### src/rtl/mem_arbiter.sv
// Two-client (instruction/data) arbiter onto a single line-wide memory port.
// Alternating priority on ties; address, write data and operation are latched at grant.
module mem_arbiter (
  input  logic         clk,
  input  logic         reset,
  input  logic         i_read,
  input  logic [15:0]  i_addr,
  output logic [127:0] i_rdata,
  output logic         i_resp,
  input  logic         d_read,
  input  logic         d_write,
  input  logic [15:0]  d_addr,
  input  logic [127:0] d_wdata,
  output logic [127:0] d_rdata,
  output logic         d_resp,
  output logic         pmem_read,
  output logic         pmem_write,
  output logic [15:0]  pmem_addr,
  output logic [127:0] pmem_wdata,
  input  logic [127:0] pmem_rdata,
  input  logic         pmem_resp
);

  typedef enum logic [1:0] {StIdle, StGrantI, StGrantD, StResp} state_e;

  state_e         state_q, state_d;
  // 1 = data side; it also names the owner of the transaction in flight
  logic           last_grant_q, last_grant_d;
  logic           op_write_q, op_write_d;
  logic [15:0]    addr_q, addr_d;
  logic [127:0]   wdata_q, wdata_d;
  logic [127:0]   i_rdata_q, i_rdata_d;
  logic [127:0]   d_rdata_q, d_rdata_d;

  logic           d_req;
  logic           d_wins;

  always_comb begin
    d_req  = d_read | d_write;
    // On a tie the side that did not win last time goes first
    d_wins = d_req & (~i_read | ~last_grant_q);
  end

  always_comb begin
    state_d      = state_q;
    last_grant_d = last_grant_q;
    op_write_d   = op_write_q;
    addr_d       = addr_q;
    wdata_d      = wdata_q;
    i_rdata_d    = i_rdata_q;
    d_rdata_d    = d_rdata_q;

    unique case (state_q)
      StIdle: begin
        if (i_read | d_req) begin
          state_d      = d_wins ? StGrantD : StGrantI;
          last_grant_d = d_wins;
          addr_d       = d_wins ? d_addr : i_addr;
          wdata_d      = d_wdata;
          op_write_d   = d_wins & d_write;
        end
      end
      StGrantI: begin
        if (pmem_resp) begin
          state_d   = StResp;
          i_rdata_d = pmem_rdata;
        end
      end
      StGrantD: begin
        if (pmem_resp) begin
          state_d = StResp;
          if (!op_write_q) begin
            d_rdata_d = pmem_rdata;
          end
        end
      end
      StResp: begin
        state_d = StIdle;
      end
      default: begin
        state_d = StIdle;
      end
    endcase
  end

  always_ff @(posedge clk or posedge reset) begin
    if (reset) begin
      state_q      <= StIdle;
      last_grant_q <= 1'b0;
      op_write_q   <= 1'b0;
      addr_q       <= '0;
      wdata_q      <= '0;
      i_rdata_q    <= '0;
      d_rdata_q    <= '0;
    end else begin
      state_q      <= state_d;
      last_grant_q <= last_grant_d;
      op_write_q   <= op_write_d;
      addr_q       <= addr_d;
      wdata_q      <= wdata_d;
      i_rdata_q    <= i_rdata_d;
      d_rdata_q    <= d_rdata_d;
    end
  end

  // Outputs decode only registered state, so reset clears them without waiting for clk
  always_comb begin
    pmem_read  = ((state_q == StGrantI) || (state_q == StGrantD)) && !op_write_q;
    pmem_write = ((state_q == StGrantI) || (state_q == StGrantD)) && op_write_q;
    pmem_addr  = addr_q;
    pmem_wdata = wdata_q;
    i_resp     = (state_q == StResp) && !last_grant_q;
    d_resp     = (state_q == StResp) && last_grant_q;
    i_rdata    = i_rdata_q;
    d_rdata    = d_rdata_q;
  end

endmodule

### config.mk
export PLATFORM = sky130hd
export DESIGN_NAME = mem_arbiter
export DESIGN_NICKNAME = d
export VERILOG_FILES = /design/src/rtl/mem_arbiter.sv
export SDC_FILE = /design/constraint.sdc
export NUM_CORES = 1
export LEC_CHECK = 0
export CORE_AREA = 2 2 269 271
export CTS_BUF_LIST = sky130_fd_sc_hd__clkbuf_8
export DETAILED_ROUTE_END_ITERATION = 12
export DIE_AREA = 0 0 271 273
export MAX_ROUTING_LAYER = met4
export PLACE_DENSITY = 0.59
export SETUP_SLACK_MARGIN = 0.02
export SLEW_MARGIN = 40
export SYNTH_ARGS = -nofsm -noshare
export SYNTH_HDL_FRONTEND = slang
export SYNTH_SLANG_ARGS = --single-unit
export TNS_END_PERCENT = 20
### constraint.sdc
create_clock -name clk -period 20.7 [get_ports clk]
set_input_delay 5.175 -clock clk [delete_from_list [all_inputs] [get_ports clk]]
set_output_delay 5.175 -clock clk [all_outputs]
set_load 0.01 [all_outputs]
# After elaboration in Yosys (flattened, before gate mapping)
# Cells that the tools add are included.
# op_classes
eq_ne	5
muxes	5
bitwise_logic	8
reduce_logical	13
# op_table
cell	count
$mux 16	1
$mux 2	3
$pmux 2 s3	1
$reduce_and 2->1	3
$eq 2x2->1 const B	2
$logic_and 1x1->1	4
$not 1->1	3
$or 1x1->1	3
$reduce_and 3->1	1
$and 1x1->1	2
$eq 2x1->1 const B	1
$logic_not 1->1	2
$logic_not 2->1	1
$ne 2x1->1 const B	1
$ne 2x2->1 const B	1
$reduce_or 2->1	1
$logic_or 1x1->1	1
# word_totals
regBits	404
inputBits	294

# Depth between registers and ports, before layout
# Gate-level depths: netlist (run 1).
# depth
ltp_word	6
depth_mapped	7
ltp_nobuf	5

# Least setup slack after synthesis (run 1)
# Ideal clock, no wire load.
# synth_path
kind	input-to-reg
from	input port d_write
to	register wdata_q[0] (netlist: pmem_wdata[0])
setup_time_ps	128
arrival_ps	6217
required_time_ps	20572
slack_ps	14355
path_stages	4
path_buffers	2
path_cell_list	o31ai_4 > buf_4 > buf_2 > mux2_1
# synth_via
elab_chain_len	3
# synth_lines
item	line_no	text
from (decl)	11	input logic d_write,
$or 1x1->1	39	d_req = d_read | d_write;
$or 1x1->1	55	if (i_read | d_req) begin
$reduce_and 2->1 (no source line)	--	
to (signal assigned)	100	wdata_q <= wdata_d;
to (decl)	31	logic [127:0] wdata_q, wdata_d;
# No other way between the ends.
# A chain may end at the register's enable or synchronous reset.

# Worst setup path in the final report (run 1)
# layout_path
from	register state_q[0]
to	output port pmem_read
# layout_via
elab_chain_len	3
# layout_lines
item	line_no	text
from (decl)	26	state_e state_q, state_d;
from (signal assigned)	88	state_q <= StIdle;
from (signal assigned)	96	state_q <= state_d;
$eq 2x1->1 / $eq 2x2->1 (equally long branches)	108	pmem_read = ((state_q == StGrantI) || (state_q == StGrantD)) && !op_write_q;
$logic_or 1x1->1 *	108	
$logic_and 1x1->1 *	108	
to (decl)	16	output logic pmem_read,
# Every way passes the cells marked *; elsewhere a longest branch is shown, timed or not.

==> metrics.cfg, run 1 <==
[setup_path]
cp_slowest_cell = clkdlybuf4s50_1
cp_top_family = buffers and inverters
reg2reg_from = state_q[0]
cp_cell_sequence = inv_1 > ha_1 > nor2b_1 > clkdlybuf4s50_1
critPathMaxStageDelay_ns = 0.63
critPathKind = reg -> out
worstPathMaxFanout = 5
crit_path_start_kind = flop
regToRegSetupSlack_ns = 17.92
r2r_end = pmem_wdata[8]
rr_worst_depth = 6
cp.required_ns = 15.53
worstPathArrival_ns = 2.40
crit_path_end_kind = output port
crit_buf_inv = 2

[die]
dieWidth_microns = 271
rows = 98
die-area_sq_um = 74000
fp.coreArea_sq_um = 71000
die_y_microns = 273
ios = 698
start_util = 0.214

[global_routing]
antenna_found_initial = 2
grt_overflow = 0
grt_max_degree = 130
grt_pass1_wl_microns = 72800
grt_pass1_vias = 11631
grt_usage = 0.133

[synth]
ys_async_sr_fraction = 1.00
syn_area_sq_um = 15200
synth_largest_area_cell = dfrtp_1
synth_most_common_cell = dfrtp_1
yosys.area.top_type_share = 0.665
ys_seq_area_frac = 0.665
synthFlopType = dfrtp_1
avgSynthCellArea_sq_um = 16.7
synth_top_cells_by_count = dfrtp_1, mux2_2, mux2_1
synth-seq-cells = 404
synthCells = 909
synth_area_leaders = dfrtp_1, mux2_2, mux2_1
synth_cell_types = 22
syn-num-nets = 1208
synth_edf_count = 0
yosys_warnings = 0

[cts]
cts_root_buffer = clkbuf_8
hold_buffers = 0
clkLatencyLatePin_ns = 0.65
cts_tree = yes
htree_levels = 3
cts.repair.resized = 0
cts_max_path_buffers = 3
cts_buffers = 74
clkSlewWorstSetupHoldPaths_ns = 0.06
post-cts-setup-buffer-count = 0
clock_sinks = 404

[place]
io_buffers = 697
post-place-ws_ns = 12.45
place.detailed.hpwl_microns = 36400
globalplace.congestion = 0.839

[pwr]
power_density_nw_per_um2 = 161
power_mw = 4.00
switching_power_mw = 1.28
max-vdd-ir-drop_mv = 0.0703
seq_power_share = 0.354
pwr-share-comb = 0.456
p_int_mw = 2.72
pwr-share-clk = 0.189
p_leak_nw = 10.3
swShare = 0.320

[drt]
drtAntennaViolNets = 0
wl_microns = 49300
num_vias = 10505
drt_iter0_drc = 331
routedWlPerCell_microns = 18.6
via_per_inst = 3.96
drc = 0
drt_first_pass_iters = 4

[timing]
finalMaxSlewViolations = 0
finalCritPeriodShare = 0.366
fin_ws_ns = 13.13
hold_violations = 0
setup_violations = 0
rsz0062_at_grt = no
skew_ns = 0.0326
fin_setup_tns_ns = 0
period_needed_ns = 7.57
relSlewSlack = 0.446
max_freq_mhz = 132
worst_slew_pin_slew_ns = 0.831
holdWs_ns = 0.476

[run_status]
status = finished, final reports clean

[job]
max_cap_viol_count = 0

[worst_hold_path]
holdPathStages = 2
hold_path_startpoint = pmem_addr[12]
hold_class = reg -> reg
hold_end = pmem_addr[12]

[cells_and_area]
fillers = 6832
final_net_count = 1946
post-route-util = 0.349
drive_above_1_share = 0.267
syn_to_final_growth_pct = 63.0

-- state kept, by name (all words and copies together) (netlist names) --
| register | count |
|---|---|
| state_q | 2 |
| pmem_wdata | 128 |
| op_write_q | 1 |
| pmem_addr | 16 |
| i_rdata | 128 |
| d_rdata | 128 |
| last_grant_q | 1 |
-- cell type report --
cell class	count	area, sq um	area share
flip-flops and latches	404	10100	0.408
repair buffers	708	7100	0.286
multi-input cells	456	4870	0.197
clock buffers	93	1280	0.0516
well taps	950	1190	0.0479
clock inverters	39	213	0.00858
inverters	3	23.8	0.000959
diodes	2	5.00	0.000202
-- worst register-to-register path, cell delays in order (launching register included) --
cell and delay (ns):
dfrtp_1 0.39, inv_1 0.10, ha_1 0.29, o31ai_4 0.15, buf_6 0.55, buf_6 0.67
mux2_1 0.48
-- layout by cell type (no fill, tap or decap), types with 2 or more instances in the layout --
master,synthesis,final
ha_1,5,5
inv_1,3,23
mux2_1,56,56
clkbuf_8,0,93
mux2_2,329,329
inv_8,0,2
inv_12,0,2
buf_4,7,3
o21ai_0,16,16
clkinvlp_4,0,2
dfrtp_1,404,404
buf_6,0,7
nor2b_1,3,3
diode_2,0,2
clkinv_2,0,11
clkdlybuf4s50_1,0,697
mux2i_1,18,18
and2_1,2,2
nand2_1,17,16
a21oi_1,2,2
-- logic make-up after synthesis --
family,after synthesis,share of synthesized area
muxes,403,0.297
AOI/OAI and AO/OA,23,0.0101
adders and majority gates,5,0.00411
DFF,404,0.665
and+or+nand+nor,25,0.00732
buffers and inverters,49,0.0166
-- worst max-delay path by stage --
stage | startpoint | endpoint | slack [ns] | cells after the start
CTS | state_q[0] | pmem_read | 12.90 | 4
detailed placement | d_write | pmem_wdata[126] | 12.45 | 5
global route | state_q[0] | pmem_read | 12.85 | 4
global placement | d_write | pmem_wdata[126] | 12.28 | 5
finish | state_q[0] | pmem_read | 13.13 | 4
floorplan | reset | d_rdata[0] | 4.29 | 1
-- power by group through the flow --
stage	combinational, mW	sequential [mW]	clock [mW]
global route	1.93	1.47	0.831
floorplan	0.589	1.59	0
global placement	1.83	1.41	0
detailed placement	1.86	1.43	0
CTS	1.87	1.42	0.794
finish	1.83	1.42	0.757
-- metrics by stage --
stage | instance area (sq um) | cells
final | 24800 | 2655
after detailed placement | 23300 | 2520
after floorplan | 15200 | 909
after global routing | 24800 | 2655
after CTS | 24800 | 2652
after global placement | 23200 | 2520
-- per-layer routing --
metal  track usage  routed length, microns  share of wire
met5             -                       0              0
met4        0.0557                    1370          0.028
met3        0.0376                    3150          0.064
met2         0.233                   26100           0.53
met1         0.141                   18600           0.38
Note: power is estimated with default switching activity, not from simulation.
==> run 2, diff against run 1 <==
- clock period: 20.7 -> 7 ns (I/O delays scaled with it)
==> run 2 against run 1 <==
  * Hold slack gained 0.0046 ns
  * Combinational power grew to 3.0 times the previous value
  * Core utilization grew 0.18 points
  * First-iteration DRC count decreased by 8.8%
  * Clock power increased to 3.0 times the previous value
  * Setup slack got worse by 10 ns
  * Clock skew increased by 0.016 ns
  * Non-clock buffer count is 4 higher
  * Routed wire length about the same
  * Critical path type unchanged
  * Critical endpoint unchanged
==> metrics.cfg, run 2 (synthesized netlist as in run 1, its figures left out) <==
[run_status]
status = finished, final reports clean

[setup_path]
cp_cell_sequence = inv_1 > ha_1 > nor2b_1 > clkdlybuf4s50_1
cp.required_ns = 5.25
crit_path_end_kind = output port
crit_path_start_kind = flop
cp_slowest_cell = clkdlybuf4s50_1
worstPathArrival_ns = 2.32
critPathKind = reg -> out
crit_buf_inv = 2
cp_top_family = buffers and inverters
critPathMaxStageDelay_ns = 0.58
worstPathMaxFanout = 5

[place]
dp.cells = 2522
post-place-ws_ns = 3.07
io_buffers = 697
place.detailed.hpwl_microns = 36100
globalplace.congestion = 0.857

[die]
die-area_sq_um = 74000
dieWidth_microns = 271
die_y_microns = 273
ios = 698
rows = 98
start_util = 0.214
fp.coreArea_sq_um = 71000

[drt]
num_vias = 10595
drt_first_pass_iters = 4
wl_microns = 49300
drtAntennaViolNets = 0
routedWlPerCell_microns = 18.5
drc = 0
via_per_inst = 3.98
drt_iter0_drc = 302

[timing]
finalCritPeriodShare = 0.582
period_needed_ns = 4.07
fin_setup_tns_ns = 0
rsz0062_at_grt = no
max_freq_mhz = 246
fin_ws_ns = 2.93
finalMaxSlewViolations = 0
hold_violations = 0
setup_violations = 0
worst_slew_pin_slew_ns = 0.707
skew_ns = 0.0487
holdWs_ns = 0.481
relSlewSlack = 0.529

[global_routing]
grt_usage = 0.133
grt_max_degree = 161
grt_pass1_wl_microns = 73100
gr-max-usage-layer = met2
antenna_found_initial = 4
grt_overflow = 0
met3_usage = 0.0403
grt_pass1_vias = 11682
use_met2 = 0.228
grtUsageMet1 = 0.143

[cts]
clkLatencyLatePin_ns = 0.65
cts.repair.resized = 0
post-cts-setup-buffer-count = 0
clkSlewWorstSetupHoldPaths_ns = 0.05
cts_buffers = 75
cts_root_buffer = clkbuf_8
htree_levels = 3
clock_sinks = 404
hold_buffers = 0
cts_tree = yes
cts_max_path_buffers = 3

[cells_and_area]
fin_cells = 2660
fillers = 6884
seqCellArea_sq_um = 10100
final_cell_mix = clkdlybuf4s50_1, dfrtp_1, mux2_2, clkbuf_8, mux2_1
layout_commonest_cell = clkdlybuf4s50_1
multi_input_area_sq_um = 4850
final_net_count = 1951
drive_above_1_share = 0.267
syn_to_final_growth_pct = 63.9

[pwr]
max-vdd-ir-drop_mv = 0.284
power_density_nw_per_um2 = 477
p_leak_nw = 10.4

[worst_hold_path]
hold_class = reg -> reg

[job]
max_cap_viol_count = 0

## run 2: cell count changes in the layout (fill, tap and decap cells not counted), sizes merged
cell,delta
clkbuf,+3
diode,+3
buf,+4
clkinv,-5
## run 2: final timing paths
| check | start | end | slack [ns] | depth (start not counted) |
|---|---|---|---|---|
| worst max-delay path | state_q[0] | pmem_read | 2.93 | 4 |
| worst min-delay path | pmem_addr[0] | pmem_addr[0] | 0.48 | 2 |
| worst max register to register | state_q[0] | pmem_wdata[22] | 4.67 | 6 |
| worst min register to register | pmem_addr[0] | pmem_addr[0] | 0.48 | 2 |
| max in group asynchronous | reset | d_rdata[75] | 4.02 | 5 |
| min in group asynchronous | reset | pmem_addr[6] | 1.50 | 2 |
## run 2: area by class of cell
| class | count | share of cell area |
|---|---|---|
| flip-flops and latches | 404 | 0.406 |
| inverters | 3 | 0.000603 |
| multi-input cells | 456 | 0.195 |
| repair buffers | 712 | 0.291 |
| clock buffers | 96 | 0.0530 |
| clock inverters | 34 | 0.00708 |
| diodes | 5 | 0.000502 |
| well taps | 950 | 0.0477 |
## run 2: power by group
group / internal [mW] / total, mW / switching (mW) / leakage [nW]
clock: 1.23 / 2.25 / 1.02 / 0.861
combinational: 3.32 / 5.45 / 2.13 / 4.75
sequential: 3.55 / 4.19 / 0.639 / 4.79
total: 8.10 / 11.9 / 3.79 / 10.4
## run 2: per-layer routing
metal  wire length [microns]  vias to the layer above
li1                        -                     4724
met3                    3360                      117
met4                    1680                        0
met2                   25600                      395
met5                       0                        -
met1                   18600                     5359
## run 2: through the flow
| stage | power (mW) | util | instance area (sq um) |
|---|---|---|---|
| 4_1_cts | 12.1 | 0.350 | 24800 |
| 6_report | 11.9 | 0.351 | 24900 |
| 2_1_floorplan | 6.44 | - | 15200 |
| 3_3_place_gp | 9.61 | 0.328 | 23300 |
| 3_5_place_dp | 9.73 | 0.329 | 23300 |
| 5_1_grt | 12.6 | 0.351 | 24900 |
## run 2: worst register-to-register path, delay by kind of cell (launching register included)
kind	cells	cell delay, ns
flops	1	0.40
fa+ha+maj	1	0.29
buf+inv	3	0.83
mux	1	0.52
compound gates	1	0.11
